`src/rtl/pipeline_hazard_ctrl_pkg.sv`:
```
// Shared constants and types for the pipeline hazard sequencer.
// The FSM encodings stay as plain localparams so legacy code can compare against them.
package pipeline_hazard_ctrl_pkg;

    // Mirrors `WORD_SIZE from opcodes.v.
    localparam int unsigned OPC_WORD_SIZE = 16;
    localparam int unsigned REG_ADDR_W    = 2;

    localparam logic [1:0] ST_FILL   = 2'd0;
    localparam logic [1:0] ST_RUN    = 2'd1;
    localparam logic [1:0] ST_DRAIN  = 2'd2;
    localparam logic [1:0] ST_HALTED = 2'd3;

    typedef logic [REG_ADDR_W-1:0] reg_addr_t;

    function automatic logic src_hit(input logic used, input reg_addr_t src, input reg_addr_t dst);
        return used & (src == dst);
    endfunction

endpackage

```
`src/rtl/pipeline_hazard_ctrl_if.sv`:
```
// Hazard-status inputs from the datapath and the stage-register controls sent back to it.
interface pipeline_hazard_ctrl_if
    import pipeline_hazard_ctrl_pkg::*;
#(
    parameter int unsigned WORD_SIZE = OPC_WORD_SIZE
);
    reg_addr_t             id_rs;
    reg_addr_t             id_rt;
    logic                  id_use_rs;
    logic                  id_use_rt;
    logic                  id_halt;
    reg_addr_t             ex_rd;
    logic                  ex_mem_read;
    logic                  branch_taken;
    logic                  mem_busy;

    logic                  pc_write;
    logic                  if_id_write;
    logic                  if_id_flush;
    logic                  id_ex_flush;
    logic                  pipe_write;
    logic                  wb_valid;
    logic                  halted;
    logic [WORD_SIZE-1:0]  num_inst;

    modport master (
        output id_rs, id_rt, id_use_rs, id_use_rt, id_halt, ex_rd, ex_mem_read,
               branch_taken, mem_busy,
        input  pc_write, if_id_write, if_id_flush, id_ex_flush, pipe_write, wb_valid,
               halted, num_inst
    );

    modport slave (
        input  id_rs, id_rt, id_use_rs, id_use_rt, id_halt, ex_rd, ex_mem_read,
               branch_taken, mem_busy,
        output pc_write, if_id_write, if_id_flush, id_ex_flush, pipe_write, wb_valid,
               halted, num_inst
    );

endinterface

```
`src/rtl/pipeline_hazard_ctrl_load_use_detect.sv`:
```
// Flags an ID instruction that reads the destination of a load still in EX.
module pipeline_hazard_ctrl_load_use_detect
    import pipeline_hazard_ctrl_pkg::*;
(
    input  logic      ex_mem_read,
    input  logic      ex_valid,
    input  reg_addr_t ex_rd,
    input  logic      id_use_rs,
    input  reg_addr_t id_rs,
    input  logic      id_use_rt,
    input  reg_addr_t id_rt,
    output logic      load_use
);

    assign load_use = ex_mem_read & ex_valid &
                      (src_hit(id_use_rs, id_rs, ex_rd) | src_hit(id_use_rt, id_rt, ex_rd));

endmodule

```
`src/rtl/pipeline_hazard_ctrl.sv`:
```
// Per-cycle load/stall/flush sequencer for the IF/ID, ID/EX, EX/MEM and MEM/WB registers.
// Also tracks stage valid bits and counts retired instructions.
module pipeline_hazard_ctrl
    import pipeline_hazard_ctrl_pkg::*;
#(
    parameter int unsigned WORD_SIZE   = OPC_WORD_SIZE,
    parameter int unsigned FILL_CYCLES = 3
) (
    input logic                   clk,
    input logic                   reset,
    pipeline_hazard_ctrl_if.slave bus
);

    localparam int unsigned       FILL_W    = (FILL_CYCLES > 2) ? $clog2(FILL_CYCLES) : 1;
    localparam logic [FILL_W-1:0] FILL_LAST = FILL_W'(FILL_CYCLES - 1);

    logic [1:0]           state_q, state_d;
    logic [FILL_W-1:0]    fill_cnt_q, fill_cnt_d;
    logic                 v_id_q, v_ex_q, v_mem_q, v_wb_q;
    logic                 v_id_d, v_ex_d, v_mem_d, v_wb_d;
    logic [WORD_SIZE-1:0] num_inst_q;

    logic pc_write, if_id_write, if_id_flush, id_ex_flush, pipe_write, wb_valid;
    logic load_use;

    pipeline_hazard_ctrl_load_use_detect u_load_use_detect (
        .ex_mem_read (bus.ex_mem_read),
        .ex_valid    (v_ex_q),
        .ex_rd       (bus.ex_rd),
        .id_use_rs   (bus.id_use_rs),
        .id_rs       (bus.id_rs),
        .id_use_rt   (bus.id_use_rt),
        .id_rt       (bus.id_rt),
        .load_use    (load_use)
    );

    always_comb begin
        pc_write    = 1'b0;
        if_id_write = 1'b0;
        if_id_flush = 1'b0;
        id_ex_flush = 1'b0;
        pipe_write  = 1'b0;
        state_d     = state_q;
        fill_cnt_d  = fill_cnt_q;

        case (state_q)
            ST_FILL: begin
                fill_cnt_d = fill_cnt_q + FILL_W'(1);
                if (fill_cnt_q == FILL_LAST) state_d = ST_RUN;
            end
            ST_RUN: begin
                if (bus.mem_busy) begin
                    // Whole pipe freezes; nothing flushed.
                end else if (bus.branch_taken) begin
                    pc_write    = 1'b1;
                    pipe_write  = 1'b1;
                    if_id_flush = 1'b1;
                    id_ex_flush = 1'b1;
                end else if (load_use) begin
                    id_ex_flush = 1'b1;
                    pipe_write  = 1'b1;
                end else if (bus.id_halt && v_id_q) begin
                    if_id_flush = 1'b1;
                    pipe_write  = 1'b1;
                    state_d     = ST_DRAIN;
                end else begin
                    pc_write    = 1'b1;
                    if_id_write = 1'b1;
                    pipe_write  = 1'b1;
                end
            end
            ST_DRAIN: begin
                if_id_flush = 1'b1;
                pipe_write  = ~bus.mem_busy;
            end
            default: ;
        endcase

        v_id_d  = v_id_q;
        v_ex_d  = v_ex_q;
        v_mem_d = v_mem_q;
        v_wb_d  = v_wb_q;
        if (pipe_write) begin
            v_wb_d  = v_mem_q;
            v_mem_d = v_ex_q;
            v_ex_d  = v_id_q & ~id_ex_flush;
            if (if_id_flush)      v_id_d = 1'b0;
            else if (if_id_write) v_id_d = 1'b1;
        end

        if (state_q == ST_DRAIN && !(v_ex_d || v_mem_d || v_wb_d)) state_d = ST_HALTED;

        // Reset overrides everything so the datapath registers clear to bubbles.
        if (reset) begin
            pc_write    = 1'b0;
            if_id_write = 1'b0;
            pipe_write  = 1'b0;
            if_id_flush = 1'b1;
            id_ex_flush = 1'b1;
        end
    end

    assign wb_valid = v_wb_q & ~bus.mem_busy & ~reset;

    always_ff @(posedge clk) begin
        if (reset) begin
            state_q    <= ST_FILL;
            fill_cnt_q <= '0;
            v_id_q     <= 1'b0;
            v_ex_q     <= 1'b0;
            v_mem_q    <= 1'b0;
            v_wb_q     <= 1'b0;
            num_inst_q <= '0;
        end else begin
            state_q    <= state_d;
            fill_cnt_q <= fill_cnt_d;
            v_id_q     <= v_id_d;
            v_ex_q     <= v_ex_d;
            v_mem_q    <= v_mem_d;
            v_wb_q     <= v_wb_d;
            if (wb_valid) num_inst_q <= num_inst_q + WORD_SIZE'(1);
        end
    end

    assign bus.pc_write    = pc_write;
    assign bus.if_id_write = if_id_write;
    assign bus.if_id_flush = if_id_flush;
    assign bus.id_ex_flush = id_ex_flush;
    assign bus.pipe_write  = pipe_write;
    assign bus.wb_valid    = wb_valid;
    assign bus.halted      = (state_q == ST_HALTED) & ~reset;
    assign bus.num_inst    = num_inst_q;

endmodule

```
`src/flat_wrapper.sv`:
```
// flat-port wrapper written by rule: the top's interface ports become plain ports
module pipeline_hazard_ctrl_flat import pipeline_hazard_ctrl_pkg::*;
#(
    parameter int unsigned WORD_SIZE   = OPC_WORD_SIZE,
    parameter int unsigned FILL_CYCLES = 3
)
  (clk, reset, bus_id_rs, bus_id_rt, bus_id_use_rs, bus_id_use_rt, bus_id_halt, bus_ex_rd, bus_ex_mem_read, bus_branch_taken, bus_mem_busy, bus_pc_write, bus_if_id_write, bus_if_id_flush, bus_id_ex_flush, bus_pipe_write, bus_wb_valid, bus_halted, bus_num_inst);
  pipeline_hazard_ctrl_if #(.WORD_SIZE(WORD_SIZE)) bus_i ();
  input logic clk;
  input logic reset;
  input wire logic [$bits(bus_i.id_rs)-1:0] bus_id_rs;
  input wire logic [$bits(bus_i.id_rt)-1:0] bus_id_rt;
  input wire logic [$bits(bus_i.id_use_rs)-1:0] bus_id_use_rs;
  input wire logic [$bits(bus_i.id_use_rt)-1:0] bus_id_use_rt;
  input wire logic [$bits(bus_i.id_halt)-1:0] bus_id_halt;
  input wire logic [$bits(bus_i.ex_rd)-1:0] bus_ex_rd;
  input wire logic [$bits(bus_i.ex_mem_read)-1:0] bus_ex_mem_read;
  input wire logic [$bits(bus_i.branch_taken)-1:0] bus_branch_taken;
  input wire logic [$bits(bus_i.mem_busy)-1:0] bus_mem_busy;
  output wire logic [$bits(bus_i.pc_write)-1:0] bus_pc_write;
  output wire logic [$bits(bus_i.if_id_write)-1:0] bus_if_id_write;
  output wire logic [$bits(bus_i.if_id_flush)-1:0] bus_if_id_flush;
  output wire logic [$bits(bus_i.id_ex_flush)-1:0] bus_id_ex_flush;
  output wire logic [$bits(bus_i.pipe_write)-1:0] bus_pipe_write;
  output wire logic [$bits(bus_i.wb_valid)-1:0] bus_wb_valid;
  output wire logic [$bits(bus_i.halted)-1:0] bus_halted;
  output wire logic [$bits(bus_i.num_inst)-1:0] bus_num_inst;
  assign bus_i.id_rs = bus_id_rs;
  assign bus_i.id_rt = bus_id_rt;
  assign bus_i.id_use_rs = bus_id_use_rs;
  assign bus_i.id_use_rt = bus_id_use_rt;
  assign bus_i.id_halt = bus_id_halt;
  assign bus_i.ex_rd = bus_ex_rd;
  assign bus_i.ex_mem_read = bus_ex_mem_read;
  assign bus_i.branch_taken = bus_branch_taken;
  assign bus_i.mem_busy = bus_mem_busy;
  assign bus_pc_write = bus_i.pc_write;
  assign bus_if_id_write = bus_i.if_id_write;
  assign bus_if_id_flush = bus_i.if_id_flush;
  assign bus_id_ex_flush = bus_i.id_ex_flush;
  assign bus_pipe_write = bus_i.pipe_write;
  assign bus_wb_valid = bus_i.wb_valid;
  assign bus_halted = bus_i.halted;
  assign bus_num_inst = bus_i.num_inst;
  pipeline_hazard_ctrl #(.WORD_SIZE(WORD_SIZE), .FILL_CYCLES(FILL_CYCLES)) u_core (.clk(clk), .reset(reset), .bus(bus_i));
endmodule
```
`config.mk`:
```
export PLATFORM = sky130hd
export DESIGN_NAME = pipeline_hazard_ctrl_flat
export DESIGN_NICKNAME = d
export VERILOG_FILES = /design/src/rtl/pipeline_hazard_ctrl_pkg.sv /design/src/rtl/pipeline_hazard_ctrl_if.sv /design/src/rtl/pipeline_hazard_ctrl_load_use_detect.sv /design/src/rtl/pipeline_hazard_ctrl.sv /design/src/flat_wrapper.sv
export SDC_FILE = /design/constraint.sdc
export NUM_CORES = 1
export LEC_CHECK = 0
export ABC_AREA = 1
export ABC_CLOCK_PERIOD_IN_PS = 1800
export BUFFER_PORTS_ARGS = -buffer_cell sky130_fd_sc_hd__buf_2
export CAP_MARGIN = 0
export CORE_MARGIN = 2
export CORE_UTILIZATION = 24
export CTS_CLUSTER_SIZE = 8
export DETAILED_ROUTE_END_ITERATION = 7
export GPL_TIMING_DRIVEN = 1
export PLACE_DENSITY = 0.41
export SYNTH_ARGS = -nofsm -noshare
export SYNTH_HDL_FRONTEND = slang
export SYNTH_HIERARCHICAL = 1
export SYNTH_SLANG_ARGS = --single-unit
export TNS_END_PERCENT = 20
```
`constraint.sdc`:
```
create_clock -name clk -period 1.8 [get_ports clk]
set_input_delay 0.36 -clock clk [delete_from_list [all_inputs] [get_ports clk]]
set_output_delay 0.36 -clock clk [all_outputs]
set_load 0.03 [all_outputs]
```
==> results.cfg, run 1 <==
[clocking]
tritoncts = yes
cts.sinks = 24
numCtsBuffers = 3
cts_hold_buf = 0
ctsRootBufferMaster = clkbuf_8
clk_latency_ns = 0.27
htreeDepth = 1
clk_pin_slew_worst_paths_ns = 0.09
ctsLongestPathBuffers = 2

[drt]
drc = 0
vias_per_cell = 4.36
dr_total_vias = 1508
ant_nets = 0
met2_length_mm = 1.76
routedLengthMet1_mm = 1.71
drt_iter0_markers = 41
first_pass_iters = 4
detail_route.wl_per_cell_um = 10.6
wirelength_mm = 3.67
wl_met3_um = 169
topRoutingLayerUsed = met4

[placed_design]
gp_congestion = 0.833
place_area_mm2 = 0.00177
dp_hpwl_mm = 2.77
portBuffers = 36

[global_route]
grt_pass1_vias = 1381
grt_usage_pct = 11.7
antenna_found_initial = 0
grt_pass1_wl_mm = 6.07
grt_max_degree = 18
gr-total-overflow = 0

[worst_setup_path]
cp.buffers_inverters = 4
regToRegEndpoint = u_core/state_q[0]$_SDFFE_PP0P_
rr_startpoint = u_core/state_q[0]$_SDFFE_PP0P_
cp_cell_sequence = inv_4 > ha_4 > inv_4 > nor4_4 > inv_1 > nor2_1 > buf_4
crit_required_ns = 1.44
end_kind = output pin
crit_family = flip-flops
r2r_slack_ns = 0.13
criticalPathCategory = reg -> out
cpMaxStageDelayCell = dfxtp_4
crit_path_frequent_cell = inv_4
cp-start-kind = register
cpPeakStageDelay_ns = 0.37
ff2ff_path_depth = 12
path_max_fanout = 3
cp.arrival_ns = 1.45

[synth]
synth_fa_ha_area_share_pct = 5.19
yosysSeqAreaShare_pct = 33.2
yosys_warnings = 6
synth-seq-cells = 24
synth-compound-area-share_pct = 11.4
synth_area_mm2 = 0.00145
yosys.area_share.simple_pct = 38.4
yosys.cell_types.count = 30
syn_nets = 241
synth_mux_area_share_pct = 0
synthTopCellsByArea = dfxtp_1 33%, nand2_1 14%, nor2_1 7.5%
yosysTopAreaCell = dfxtp_1
synth.avg_cell_area_um2 = 6.54
synth_top_family_by_area = simple AND/OR/NAND/NOR gates
synth_xor_area_share_pct = 1.21
syn-instance-count = 221
synth_top_area_share_pct = 33.2

[floorplan]
start_util_pct = 24.6
coreArea_mm2 = 0.00589
die_y_um = 81.6
die_area_mm2 = 0.00666
io_pins = 37
die_x_um = 81.6
row_count = 28

[sta]
finalSetupViolations = 2
rsz0062_at_grt = true
setup_ws_ns = -0.0129
layout_min_cycle_time_ns = 1.81
fin_crit_sh_pct = 101
finClkSkew_ns = 0.00959
drv_slew = 0
worst_slew_pin_slew_ns = 0.239
finalHoldViolCount = 0
relSlewSlack_pct = 84.0
finalSetupTns_ns = -0.0145
max_freq_mhz = 552

[status]
outcome = finished with violations
failed_checks = setup timing

[pwr]
p_seq_share_pct = 34.8
switching_share_pct = 33.5
leakage_uw = 0.000923
comb_power_share_pct = 37.6
internal_power_uw = 1180
p_total_uw = 1770
ir_drop_uv = 532
powerDensity_mw_per_mm2 = 885
pwr-share-clk_pct = 27.6
p_switching_uw = 593

[cells_and_area]
syn2layout_area_growth_pct = 38.4
drive_gt1_share_pct = 33.2
nNetsFinal = 292
antennaDiodeCount = 0
design_area_mm2 = 0.00200

[hold_path]
min_from = bus_mem_busy
worstHoldPathCells = 3
hold_path.class = in -> reg
holdPathEnd = u_core/v_id_q$_SDFFE_PP0P_

[run]
max-cap-violations = 0
## cells in the mapped netlist
cell       n
nand2_1   55
nor2_1    29
inv_1     28
dfxtp_1   24
a21oi_1   16
nand3_1   15
o21ai_0    7
ha_1       6
inv_2      6
nor3_1     5
nand4_1    4
and3_1     2
clkbuf_1   2
nand3_2    2
nor2_2     2
o21ai_1    2
o21bai_1   2
xnor2_1    2
a211oi_1   1
a21oi_2    1
a22o_1     1
and2_1     1
buf_6      1
inv_4      1
nand3_4    1
nor3_2     1
nor3_4     1
nor3b_1    1
nor4_1     1
or2_1      1
## how the worst max path moves through the flow
stage                                        start               to  slack, ns  depth (start not counted)
floorplan                             bus_ex_rd[0]  bus_id_ex_flush      -0.03                          7
global placement                      bus_ex_rd[0]  bus_if_id_write      -0.12                         12
detailed placement                    bus_ex_rd[1]  bus_if_id_write      -0.13                         12
CTS                                   bus_ex_rd[1]  bus_if_id_write      -0.02                         12
global route                          bus_ex_rd[0]  bus_if_id_flush       -0.1                         12
finish              u_core/state_q[1]$_SDFFE_PP0P_  bus_if_id_write      -0.01                          7
## kinds of logic (layout without fill, tap and decap cells)
| group | after synthesis | after routing |
|---|---|---|
| buffers and inverters | 38 | 88 |
| flip-flops | 24 | 24 |
| AO/OA/AOI/OAI | 30 | 30 |
| AND/OR/NAND/NOR | 121 | 121 |
| XOR/XNOR | 2 | 2 |
| adder cells (fa/ha/maj) | 6 | 6 |
## registers in the layout, indices dropped and copies added (netlist names)
| register | count |
|---|---|
| u_core/bus.num_inst | 16 |
| u_core/fill_cnt_q | 2 |
| u_core/state_q | 2 |
| u_core/v_ex_q | 1 |
| u_core/v_id_q | 1 |
| u_core/v_mem_q | 1 |
| u_core/v_wb_q | 1 |
## worst reg2reg max path, delay by kind of cell (launching register included)
kind / cells / cell delay, ns
AND/OR/NAND/NOR: 10 / 0.82
flip-flops: 1 / 0.38
adder cells (fa/ha/maj): 1 / 0.31
buffers and inverters: 1 / 0.09
## power by group through the flow
stage / logic, uW / clock network [uW] / registers, uW
final: 665 / 489 / 617
after global routing: 745 / 533 / 621
after CTS: 575 / 508 / 611
after detailed placement: 479 / 0 / 609
after global placement: 484 / 0 / 609
after floorplan: 336 / 0 / 603
## cells in the final DEF, fill, tap and decap left out, types with 6 or more instances in the layout
master / netlist / final
a21oi_1: 16 / 15
buf_2: 0 / 30
buf_4: 0 / 16
dfxtp_1: 24 / 22
inv_1: 28 / 25
inv_2: 6 / 6
nand2_1: 55 / 50
nand3_1: 15 / 13
nor2_1: 29 / 25
## area by class of cell
type	count	area [um2]
clock buffer	3	41.3
fill	647	3880
clock inverter	1	30.0
inverter	35	141
timing repair buffer	49	304
sequential	24	488
multi-input combinational	159	903
tap	75	93.8
## layer usage
| metal | vias up | track usage [%] |
|---|---|---|
| li1 | 804 | - |
| met1 | 668 | 14.2 |
| met2 | 34 | 20.6 |
| met3 | 2 | 2.75 |
| met4 | 0 | 3.00 |
| met5 | - | 0 |
## per-stage QoR
step | std cells | worst slack [ns] | hold slack, ns | util (%)
global route | 346 | -0.0977 | 0.402 | 34.0
CTS | 343 | -0.0180 | 0.390 | 32.7
global placement | 338 | -0.116 | 0.477 | 30.1
finish | 346 | -0.0129 | 0.401 | 34.0
detailed placement | 338 | -0.135 | 0.482 | 30.1
floorplan | 221 | -0.0337 | 0.439 | -
## timing repair
| action | in CTS | in global routing |
|---|---|---|
| gates resized for setup | 20 | 19 |
| pin swaps | 2 | 10 |
| setup buffers | 1 | 3 |
| setup endpoints to repair | 6 | 7 |
Power figures use the tool's default switching activity.
==> run 2: changes to the inputs <==
--- a/config.mk
+++ b/config.mk
@@ -7,14 +7,14 @@
 export LEC_CHECK = 0
 export ABC_AREA = 1
 export ABC_CLOCK_PERIOD_IN_PS = 1800
-export BUFFER_PORTS_ARGS = -buffer_cell sky130_fd_sc_hd__buf_2
 export CAP_MARGIN = 0
 export CORE_MARGIN = 2
 export CORE_UTILIZATION = 24
 export CTS_CLUSTER_SIZE = 8
 export DETAILED_ROUTE_END_ITERATION = 7
+export DONT_BUFFER_PORTS = 1
 export GPL_TIMING_DRIVEN = 1
-export PLACE_DENSITY = 0.41
+export PLACE_DENSITY = 0.36
 export SYNTH_ARGS = -nofsm -noshare
 export SYNTH_HDL_FRONTEND = slang
 export SYNTH_HIERARCHICAL = 1
==> run 2 against run 1 <==
Effect of this change: the run now ends clean; wire length is 0.22% higher; highest routed layer unchanged; clock power is 23% lower; sequential share of layout area is 1.4 points higher; largest cell class unchanged; setup slack better by 0.021 ns; non-clock buffer count is 19 lower.
==> results.cfg, run 2 (same netlist as run 1, synthesis figures left out) <==
[pwr]
leakage_uw = 0.000829
ir_drop_uv = 543
powerDensity_mw_per_mm2 = 851

[cells_and_area]
syn2layout_area_growth_pct = 30.4
design_area_mm2 = 0.00189
fin_cells = 327
final_cell_mix = 52 x nand2_1, 29 x buf_4, 26 x nor2_1, 25 x inv_1, 21 x dfxtp_1
nNetsFinal = 273
final_common_cell = nand2_1
fillers = 658
fin_util_pct = 32.0
drive_gt1_share_pct = 26.2
antennaDiodeCount = 0
largest_reg_flops = 16

[global_route]
grt_pass1_wl_mm = 6.22
met1_usage_pct = 14.4
grt_usage_pct = 12.1
grt_pass1_vias = 1350
antenna_found_initial = 0
grt_util_met3_pct = 4.51
grt_max_degree = 18
gr-total-overflow = 0
grtUsageMet2_pct = 21.1
busiest_layer = met2

[floorplan]
start_util_pct = 24.6
row_count = 28
io_pins = 37
die_x_um = 81.6
coreArea_mm2 = 0.00589
die_y_um = 81.6
die_area_mm2 = 0.00666

[worst_setup_path]
end_kind = output pin
criticalPathCategory = reg -> out
regToRegEndpoint = u_core/state_q[0]$_SDFFE_PP0P_
endpoint = bus_pipe_write
crit_required_ns = 1.44
ff2ff_path_depth = 12
rr_startpoint = u_core/state_q[0]$_SDFFE_PP0P_
path_max_fanout = 5
startpoint = u_core/state_q[0]$_SDFFE_PP0P_
cp.arrival_ns = 1.43
cp-start-kind = register
r2r_slack_ns = 0.16

[sta]
max_freq_mhz = 558
relSlewSlack_pct = 72.6
finalHoldViolCount = 0
layout_min_cycle_time_ns = 1.79
worst_slew_pin_slew_ns = 0.410
rsz0062_at_grt = true
drv_slew = 0
fin_crit_sh_pct = 99.5
finalSetupViolations = 0
setup_ws_ns = 0.00821
holdWs_ns = 0.147
finClkSkew_ns = 0.00577

[placed_design]
dp_hpwl_mm = 2.81
portBuffers = 0
place_area_mm2 = 0.00172
gp_congestion = 0.716
placed_cells = 319
place_ws_ns = 0.0398

[drt]
vias_per_cell = 4.30
dr_total_vias = 1405
detail_route.wl_per_cell_um = 11.2
drc = 0
first_pass_iters = 4
ant_nets = 0
wirelength_mm = 3.68
drt_iter0_markers = 40

[status]
outcome = complete, no violations

[clocking]
tritoncts = yes
ctsRootBufferMaster = clkbuf_8
cts.sinks = 24
htreeDepth = 1
ctsLongestPathBuffers = 2
clk_pin_slew_worst_paths_ns = 0.09
clk_latency_ns = 0.27
numCtsBuffers = 3

[run]
max-cap-violations = 0

[hold_path]
hold_path.class = in -> reg
[run 2: cell count changes in the layout (fill, tap and decap cells not counted), moves of 2 or more]
| cell | change |
|---|---|
| buf_2 | -30 |
| nand3_2 | -2 |
| nand2_1 | +2 |
| nand2_2 | -3 |
| buf_6 | -2 |
| dfxtp_2 | +2 |
| buf_4 | +13 |
| nand3_1 | +2 |
[run 2: cell type report]
cell class              count  area [um2]  area share [%]
repair buffers             30         229            12.1
well taps                  75        93.8            4.98
flip-flops and latches     24         487            25.8
clock buffers               4        55.1            2.92
multi-input cells         159         882            46.8
inverters                  35         139            7.37
[run 2: how the worst min path moves through the flow]
stage / startpoint / to / slack (ns) / cells past startpoint
5_1_grt: reset / u_core/v_ex_q$_SDFF_PP0_ / 0.12 / 1
3_5_place_dp: reset / u_core/v_mem_q$_SDFF_PP0_ / 0.43 / 1
4_1_cts: reset / u_core/bus.num_inst[15]$_SDFFE_PP0P_ / 0.14 / 1
6_report: reset / u_core/v_ex_q$_SDFF_PP0_ / 0.15 / 1
2_1_floorplan: reset / u_core/bus.num_inst[2]$_SDFFE_PP0P_ / 0.44 / 1
3_3_place_gp: reset / u_core/v_wb_q$_SDFF_PP0_ / 0.43 / 1
[run 2: through the flow]
stage | power, uW | TNS [ns]
floorplan | 939 | -0.0579
global placement | 1070 | 0
detailed placement | 1070 | 0
CTS | 1580 | -0.0682
global route | 1720 | -0.160
finish | 1600 | 0
[run 2: where the power goes]
group	total [uW]	switching [uW]	internal, uW
Combinational	619	349	270
Sequential	609	28.7	580
Clock	376	181	195
Total	1600	559	1050
[run 2: worst max-delay path, stage by stage, from the launching register on]
cell	delay, ns
dfxtp_4	0.37
inv_1	0.08
ha_4	0.31
nand2_2	0.08
nor2_2	0.17
buf_6	0.15
[run 2: metal layers]
layer	vias up	share of wire (%)
met1	613	46
li1	767	-
met2	23	48
met3	2	5.6
met5	-	0
met4	0	0.73
[run 2: repair_timing]
action,CTS,global route
setup endpoints to repair,3,5
buffers inserted,2,2
hold buffers,0,0
gates resized for setup,16,8
pin swaps,3,6
==> run 3: changes to the inputs <==
--- a/config.mk
+++ b/config.mk
@@ -5,7 +5,6 @@
 export SDC_FILE = /design/constraint.sdc
 export NUM_CORES = 1
 export LEC_CHECK = 0
-export ABC_AREA = 1
 export ABC_CLOCK_PERIOD_IN_PS = 1800
 export CAP_MARGIN = 0
 export CORE_MARGIN = 2
==> run 3 against run 2 <==
Effect of this change: the flow now finishes with violations (setup timing); register-to-register slack got worse by 0.12 ns; combinational power shrank 59%; core utilization increased by 0.77 points; wire length fell by 15%; sequential share of layout area is 3.5 points higher; sequential cell count unchanged; first-iteration DRC count shrank 35%; clock-buffer cell count did not move; global-route usage is 1.4 points lower; cell count decreased by 22%; hold slack better by 0.0030 ns; critical path type unchanged; critical endpoint is now bus_if_id_flush; largest cell class unchanged; largest power group is now registers; highest routed layer unchanged.
==> results.cfg, run 3 <==
[synth]
synth.avg_cell_area_um2 = 8.16
yosys.cell_types.count = 32
synth.most_common_cell = dfxtp_1
synth-seq-cells = 24
synth_area_mm2 = 0.00127
yosys_warnings = 6
synth_edf_count = 0
ys.flop_type = dfxtp_1
synth_top_area_share_pct = 37.8
async_flop_share_pct = 0
synth_common_cells = 24 x dfxtp_1, 20 x nor2_1, 15 x nand2_1
yosysSeqAreaShare_pct = 37.8
yosysTopAreaCell = dfxtp_1
synthTopCellsByArea = dfxtp_1 38%, xnor2_1 6.9%, ha_1 5.9%
syn-instance-count = 156
syn_nets = 176

[floorplan]
die_area_mm2 = 0.00590
die_x_um = 76.8
row_count = 26
start_util_pct = 24.9
die_y_um = 76.8
coreArea_mm2 = 0.00511
io_pins = 37

[global_route]
grtUsageMet2_pct = 18.3
grt_util_met3_pct = 3.29
antenna_found_initial = 0
gr-total-overflow = 0
met1_usage_pct = 12.5
busiest_layer = met2
grt_pass1_wl_mm = 5.18
grt_max_degree = 33
grt_pass1_vias = 1104
grt_usage_pct = 10.7

[placed_design]
place_area_mm2 = 0.00156
placed_cells = 249
dp_hpwl_mm = 2.31
gp_congestion = 0.787
portBuffers = 0
place_ws_ns = 0.0186

[cells_and_area]
seqCellArea_um2 = 492
largest_reg_flops = 16
antennaDiodeCount = 0
drive_gt1_share_pct = 28.8
multi_input_area_um2 = 793
syn2layout_area_growth_pct = 31.7
fillers = 569
final_cell_mix = 27 x buf_4, 19 x nor2_1, 15 x nand2_1, 15 x dfxtp_1, 10 x xnor2_1
fin_cells = 254
final_common_cell = buf_4
nNetsFinal = 205
design_area_mm2 = 0.00168

[clocking]
cts_hold_buf = 0
ctsRootBufferMaster = clkbuf_8
cts.sinks = 24
numCtsBuffers = 3
ctsLongestPathBuffers = 2
clk_pin_slew_worst_paths_ns = 0.09
htreeDepth = 1
clk_latency_ns = 0.26
tritoncts = yes

[hold_path]
hold_path.class = in -> reg

[sta]
setup_ws_ns = -0.0314
relSlewSlack_pct = 74.7
rsz0062_at_grt = true
max_freq_mhz = 546
drv_slew = 0
fin_crit_sh_pct = 102
finClkSkew_ns = 0.00398
finalHoldViolCount = 0
holdWs_ns = 0.150
layout_min_cycle_time_ns = 1.83
finalSetupViolations = 1
worst_slew_pin_slew_ns = 0.379

[drt]
first_pass_iters = 4
ant_nets = 0
vias_per_cell = 4.56
drc = 0
detail_route.wl_per_cell_um = 12.3
drt_iter0_markers = 26
dr_total_vias = 1157
wirelength_mm = 3.11

[worst_setup_path]
r2r_slack_ns = 0.04
cp_cell_sequence = inv_1 > ha_1 > nor2b_2 > a21o_1 > a21o_4
crit_family = compound AO/OA/AOI/OAI gates
cpMaxStageDelayCell = dfxtp_1
path_max_fanout = 3
criticalPathCategory = reg -> out
cp.arrival_ns = 1.47
end_kind = output pin
crit_required_ns = 1.44
cp.buffers_inverters = 1
cpPeakStageDelay_ns = 0.34
cp-start-kind = register

[status]
outcome = finished with violations
failed_checks = setup timing

[pwr]
powerDensity_mw_per_mm2 = 715
ir_drop_uv = 315
leakage_uw = 0.000650

[run]
max-cap-violations = 0
run 3: cell count changes in the layout (fill, tap and decap cells not counted), moves of 4 or more:
cell and delta:
a21oi_1 -8, dfxtp_1 -6, dfxtp_2 +7, inv_1 -20, inv_2 -6, nand2_1 -37, nand3_1 -8, nor2_1 -7
nor2_2 -4, nor2b_1 +4, or3_1 +4, xnor2_1 +8, xor2_1 +6
run 3: area by class of cell:
| cell class | instances | area share, % |
|---|---|---|
| sequential | 24 | 29.4 |
| inverter | 6 | 1.34 |
| multi-input combinational | 121 | 47.3 |
| tap | 70 | 5.23 |
| clock buffer | 4 | 3.29 |
| timing repair buffer | 29 | 13.4 |
run 3: path summary, 6_finish.rpt:
path | start | end | cells past startpoint
worst max-delay path | u_core/state_q[1]$_SDFFE_PP0P_ | bus_if_id_flush | 5
worst max register to register | u_core/v_wb_q$_SDFF_PP0_ | u_core/bus.num_inst[15]$_SDFFE_PP0P_ | 4
worst min-delay path | reset | u_core/v_wb_q$_SDFF_PP0_ | 1
worst min register to register | u_core/v_mem_q$_SDFF_PP0_ | u_core/v_wb_q$_SDFF_PP0_ | 2
run 3: where the power goes:
part | leakage, uW | total (uW) | internal, uW | switching, uW
combinational | 0.000423 | 251 | 123 | 128
sequential | 0.000198 | 580 | 560 | 20.3
clock | 0.0000288 | 367 | 195 | 172
total | 0.000650 | 1200 | 878 | 320
run 3: cell families (layout without fill, tap and decap cells):
| logic type | count (synthesis) | count (layout) | synth area share (%) |
|---|---|---|---|
| buffers and inverters | 11 | 39 | 3.34 |
| DFF | 24 | 24 | 37.8 |
| muxes | 2 | 2 | 1.67 |
| AOI/OAI and AO/OA | 24 | 24 | 11.3 |
| adders and majority gates | 6 | 6 | 5.90 |
| xor gates and xnor gates | 16 | 16 | 11.0 |
| and+or+nand+nor | 73 | 73 | 29.0 |
run 3: metrics by stage:
| step | power [uW] | setup TNS (ns) | util [%] |
|---|---|---|---|
| floorplan | 763 | -0.0530 | - |
| global placement | 804 | 0 | 30.6 |
| detailed placement | 808 | 0 | 30.6 |
| CTS | 1200 | -0.0740 | 32.4 |
| global route | 1270 | -0.496 | 32.8 |
| finish | 1200 | -0.0314 | 32.8 |
run 3: timing repair:
item / CTS / global route
pin swaps: 0 / 3
setup endpoints to repair: 6 / 8
setup buffers: 0 / 1
resized for setup: 9 / 4
endpoints found under the hold margin: 0 / 0
cloned: 0 / 0
run 3: per-layer routing:
metal,vias up,share of wire [%]
met5,-,0
met4,0,0.77
met3,2,5.9
met2,23,49
met1,536,44
li1,596,-
